`src/rtl/stopwatch_pkg.sv`:
```
// stopwatch_pkg: shared state, digit types and digit limits for the stopwatch core.
package stopwatch_pkg;
  typedef enum logic [1:0] {IDLE, RUN, PAUSED, RUN_LAP} state_e;
  typedef logic [3:0] bcd_t;
  typedef struct packed {bcd_t min_t, min_o, sec_t, sec_o, tenth;} digits_t;
  localparam bcd_t TENTH_MAX = 4'd9;
  localparam bcd_t SEC_O_MAX = 4'd9;
  localparam bcd_t SEC_T_MAX = 4'd5;
endpackage

```
`src/rtl/bcd_digit_counter.sv`:
```
// bcd_digit_counter: one mod-(MAX+1) BCD digit; carry is combinational so digits chain in one cycle.
module bcd_digit_counter
  import stopwatch_pkg::*;
#(
  parameter bcd_t MAX = 4'd9
) (
  input  logic clk,
  input  logic rst,
  input  logic inc_i,
  input  logic clr_i,
  output bcd_t value_o,
  output bcd_t next_o,
  output logic carry_o
);
  bcd_t value_q, value_d;
  always_comb value_d = clr_i ? '0 : inc_i ? (value_q == MAX ? '0 : value_q + 4'd1) : value_q;
  always_ff @(posedge clk) begin
    if (rst) value_q <= '0;
    else value_q <= value_d;
  end
  assign carry_o = inc_i && value_q == MAX;
  assign value_o = value_q;
  assign next_o  = value_d;
endmodule

```
`src/rtl/stopwatch_core.sv`:
```
// stopwatch_core: MM:SS.T stopwatch with run/pause, lap freeze, clear and rollover pulse.
module stopwatch_core
  import stopwatch_pkg::*;
#(
  parameter int MAX_MIN = 59
) (
  input  logic clk,
  input  logic rst,
  input  logic tick_10hz,
  input  logic btn_start_stop,
  input  logic btn_lap,
  input  logic btn_clear,
  output logic running,
  output logic lap_active,
  output bcd_t disp_min_t,
  output bcd_t disp_min_o,
  output bcd_t disp_sec_t,
  output bcd_t disp_sec_o,
  output bcd_t disp_tenth,
  output logic rollover
);
  localparam bcd_t MIN_T = bcd_t'(MAX_MIN / 10);
  localparam bcd_t MIN_O = bcd_t'(MAX_MIN % 10);
  state_e state_q, state_d;
  digits_t disp_q;
  logic running_q, lap_q, rollover_q;
  bcd_t [4:0] cur, nxt;
  logic [4:0] cy, inc;
  logic active, cnt_en, clear_ok, wrap, clr;
  assign active   = state_q == RUN || state_q == RUN_LAP;
  assign cnt_en   = tick_10hz && active;
  assign clear_ok = btn_clear && !active;
  assign inc      = {cy[3:0], cnt_en};
  // cy[4] can only fire at 99:59.9, which is itself the wrap point
  assign wrap     = (cy[2] && cur[4] == MIN_T && cur[3] == MIN_O) || cy[4];
  assign clr      = clear_ok || wrap;
  for (genvar i = 0; i < 5; i++) begin : g_dig
    bcd_digit_counter #(
      .MAX(i == 2 ? SEC_T_MAX : i == 1 ? SEC_O_MAX : TENTH_MAX)
    ) u_dig (
      .clk(clk), .rst(rst), .inc_i(inc[i]), .clr_i(clr),
      .value_o(cur[i]), .next_o(nxt[i]), .carry_o(cy[i])
    );
  end
  always_comb
    state_d = clear_ok ? IDLE :
              btn_start_stop ? (active ? PAUSED : RUN) :
              (btn_lap && active) ? (state_q == RUN ? RUN_LAP : RUN) : state_q;
  always_ff @(posedge clk) begin
    if (rst) begin
      state_q    <= IDLE;
      running_q  <= 1'b0;
      lap_q      <= 1'b0;
      rollover_q <= 1'b0;
      disp_q     <= '0;
    end else begin
      state_q    <= state_d;
      running_q  <= state_d == RUN || state_d == RUN_LAP;
      lap_q      <= state_d == RUN_LAP;
      rollover_q <= wrap;
      disp_q     <= state_d == RUN_LAP ? disp_q : digits_t'(nxt);
    end
  end
  assign running    = running_q;
  assign lap_active = lap_q;
  assign rollover   = rollover_q;
  assign disp_min_t = disp_q.min_t;
  assign disp_min_o = disp_q.min_o;
  assign disp_sec_t = disp_q.sec_t;
  assign disp_sec_o = disp_q.sec_o;
  assign disp_tenth = disp_q.tenth;
endmodule

```
`config.mk`:
```
export PLATFORM = sky130hd
export DESIGN_NAME = stopwatch_core
export DESIGN_NICKNAME = d
export VERILOG_FILES = /design/src/rtl/stopwatch_pkg.sv /design/src/rtl/bcd_digit_counter.sv /design/src/rtl/stopwatch_core.sv
export SDC_FILE = /design/constraint.sdc
export NUM_CORES = 1
export LEC_CHECK = 0
export CAP_MARGIN = 20
export CORE_ASPECT_RATIO = 0.75
export CORE_MARGIN = 4
export CORE_UTILIZATION = 45
export DETAILED_ROUTE_END_ITERATION = 10
export HOLD_SLACK_MARGIN = 0.1
export PLACE_DENSITY = 0.71
export SYNTH_ARGS = -nofsm -noshare
export SYNTH_HDL_FRONTEND = slang
export SYNTH_SLANG_ARGS = --single-unit
```
`constraint.sdc`:
```
create_clock -name clk -period 1.7 [get_ports clk]
set_input_delay 0.255 -clock clk [delete_from_list [all_inputs] [get_ports clk]]
set_output_delay 0.255 -clock clk [all_outputs]
set_load 0.01 [all_outputs]
```
==> results of run 1 <==
per-stage QoR:
step,total power [mW],instance area [sq um],worst slack (ns),cells
floorplan,1.112,1919,-0.08598,185
global placement,1.168,2494,-0.3190,296
detailed placement,1.171,2494,-0.3485,296
CTS,1.830,2639,-0.09513,305
global route,1.888,2724,-0.1888,305
finish,1.816,2724,-0.1014,305
how the worst max path moves through the flow:
stage / endpoint / slack (ns) / cells past startpoint
after floorplan: disp_min_t[2]$_SDFFE_PP0N_ / -0.09 / 5
final: disp_sec_o[3]$_SDFFE_PP0N_ / -0.10 / 6
after CTS: disp_min_t[2]$_SDFFE_PP0N_ / -0.1 / 5
after global routing: disp_sec_o[3]$_SDFFE_PP0N_ / -0.19 / 6
after global placement: disp_min_o[0]$_SDFFE_PP0N_ / -0.32 / 6
after detailed placement: disp_min_o[0]$_SDFFE_PP0N_ / -0.35 / 6
area by class of cell:
type                            instances  area, sq um
Clock buffer                            8        90.09
Tap cell                               55        68.82
Timing Repair Buffer                   62        565.5
Fill cell                             306         1305
Inverter                                7        26.28
Multi-Input combinational cell        129         1079
Sequential cell                        44        894.6
power by group through the flow:
| stage | clock [mW] | sequential (mW) | combinational (mW) |
|---|---|---|---|
| finish | 0.660 | 1.04 | 0.115 |
| global route | 0.722 | 1.04 | 0.124 |
| CTS | 0.675 | 1.04 | 0.112 |
| detailed placement | 0 | 1.07 | 0.103 |
| global placement | 0 | 1.07 | 0.101 |
| floorplan | 0 | 1.07 | 0.0435 |
worst max-delay path: cells and delay by family, from the launching register on:
kind,cells,cell delay (ns)
flip-flops,1,0.32
AND/OR/NAND/NOR,2,0.67
AO/OA/AOI/OAI,3,0.53
buffers and inverters,1,0.18
per-layer routing:
| metal | vias up | global-route usage | part of all wire |
|---|---|---|---|
| met5 | - | 0 | 0 |
| met4 | 0 | 0.09796 | 0.0088 |
| met3 | 2 | 0.04789 | 0.042 |
| met2 | 31 | 0.3110 | 0.49 |
| met1 | 764 | 0.2349 | 0.46 |
| li1 | 798 | - | - |
kinds of logic after synthesis:
kind of cell / synth area share
compound gates: 0.1827
xor+xnor: 0.04666
buf+inv: 0.02600
flops: 0.4693
mux: 0.02133
simple gates: 0.2540
layout by cell type (no fill, tap or decap), types with 3 or more instances in the layout:
cell type / instances
dfxtp_1: 35
buf_4: 29
clkdlybuf4s50_1: 27
o22a_1: 12
nand2_1: 10
nor2b_1: 8
dfxtp_2: 8
a21oi_1: 7
xor2_1: 6
inv_1: 6
nor2_2: 6
nor2_1: 6
clkbuf_8: 6
nand2b_1: 5
o21ai_0: 5
xnor2_1: 4
buf_6: 4
nand4bb_4: 3
nor3_1: 3
mux2i_1: 3
nand3b_1: 3
flip-flops by register name, summed over array words and instances, names as in the netlist:
| signal | count |
|---|---|
| g_dig.u_dig.value_o | 20 |
| disp_min_o | 4 |
| disp_min_t | 4 |
| disp_sec_o | 4 |
| disp_sec_t | 4 |
| disp_tenth | 4 |
| lap_active | 1 |
| rollover | 1 |
| running | 1 |
| state_q | 1 |
repair_timing:
action | CTS | global route
pin swaps | 4 | 9
endpoints found under the setup margin | 19 | 25
gates resized for setup | 14 | 19
cloned | 1 | 0
==> results_dict.tcl, run 1 <==
set metrics [dict create \
    grt_max_degree 23 \
    reg2reg_from "g_dig[2].u_dig.value_o[1]$_SDFF_PP0_" \
    grt_pass1_vias 1674 \
    holdPathStages 4 \
    wire_per_inst_um 14.94 \
    seq_power_share 0.573 \
    cp_max_fo 5 \
    grt_overflow 0 \
    cap_violations 0 \
    internal_power_mw 1.429 \
    async_reset_ff_frac 0 \
    nNetsFinal 255 \
    clkTransAtPathRegs_ns 0.08 \
    r2r_slack_ns -0.10 \
    rows 20 \
    area_growth_pct 45.13 \
    yosysTopAreaCellShare 0.4693 \
    hpwl_mm 3.352 \
    slew_violations 0 \
    netlist_top_cells_count "44 x dfxtp_1, 13 x nor2_1, 12 x o22a_1" \
    gp_congestion 0.8884 \
    p_sw_uw 387.8 \
    holdBufCountCts 0 \
    viasPerCell 5.230 \
    routed_wl_mm 4.558 \
    drc 0 \
    power.share.clock 0.363 \
    numCtsBuffers 5 \
    synth_most_common_cell "dfxtp_1" \
    worst_slack_ns -0.1014 \
    grt_setup_unrepaired "true" \
    timing_worst_setup_path_type "reg2reg" \
    arrival_ns 1.99 \
    cp-startpoint "g_dig[2].u_dig.value_o[1]$_SDFF_PP0_" \
    fin_util 0.6761 \
    r2r_end "disp_sec_o[3]$_SDFFE_PP0N_" \
    slowest_stage "or3b_4" \
    postCtsSetupBuffers 0 \
    min-delay-start "tick_10hz" \
    antenna_cells 0 \
    grt_pass1_wl_mm 7.721 \
    yosys_warnings 0 \
    portBuffers 28 \
    initial_core_util 0.4658 \
    synth-seq-cells 44 \
    setup_tns_ns -1.085 \
    clock_tree.root_cell "clkbuf_8" \
    syn_area_per_cell_sq_um 10.14 \
    required_ns 1.89 \
    syn_inst 185 \
    power_frac_comb 0.063 \
    max_stage_delay_ns 0.43 \
    io_pins 29 \
    core-area_sq_um 4029 \
    whs_endpoint "g_dig[0].u_dig.value_o[0]$_SDFF_PP0_" \
    yosys-top-cells-area "dfxtp_1 47%, o22a_1 5.6%, xor2_1 2.8%" \
    dieArea_sq_um 5279 \
    failed_checks "setup timing" \
    grt_util_all_layers 0.1927 \
    vias 1595 \
    drive_above_1_share 0.3360 \
    ant_nets 0 \
    insertion_delay_ns 0.29 \
    drt_iter0_drc 55 \
    whs_ns 0.4550 \
    yosys.area.top_type "dfxtp_1" \
    synth_edf_count 0 \
    cp_cell_sequence "nand4bb_4 -> or3b_4 -> o31ai_4 -> buf_6 -> a31oi_1 -> a22o_1" \
    ys.flop_type "dfxtp_1" \
    die_x_um 82.57 \
    antenna_found_initial 0 \
    setup.worst_path.end_class "register" \
    slew-limit-headroom 0.7881 \
    startpoint_type "register" \
    first_pass_iters 4 \
    cts_max_level 2 \
    cts_tree "done" \
    cts.sinks 44 \
    period_minus_slack_ns 1.801 \
    ff2ff_path_depth 6 \
    clock.fmax_mhz 555.1 \
    tightest_slew_ns 0.3149 \
    hold_class "in2reg" \
    fin_skew_ns 0.007478 \
    finalHoldViolCount 0 \
    peakVddDrop_uv 507.8 \
    ys_seq_area_frac 0.4693 \
    min_period_over_period 1.060 \
    ys_types 49 \
    synth_nets 191 \
    finalSetupViolCount 17 \
    power_density_nw_per_um2 666.8 \
    p_sw_frac 0.2135 \
    syn_area_sq_um 1877 \
    status "complete, but fails checks" \
    leakagePower_nw 1.001 \
    cts_buffer_depth 2 \
    fp.dieH_um 63.93 \
]
Power figures use the tool's default switching activity.
==> run 2: changes to the inputs <==
--- a/config.mk
+++ b/config.mk
@@ -12,6 +12,7 @@
 export DETAILED_ROUTE_END_ITERATION = 10
 export HOLD_SLACK_MARGIN = 0.1
 export PLACE_DENSITY = 0.71
+export SLEW_MARGIN = 40
 export SYNTH_ARGS = -nofsm -noshare
 export SYNTH_HDL_FRONTEND = slang
 export SYNTH_SLANG_ARGS = --single-unit
==> results of run 2 <==
Final layout, timing and power as in run 1 (identical DEF).
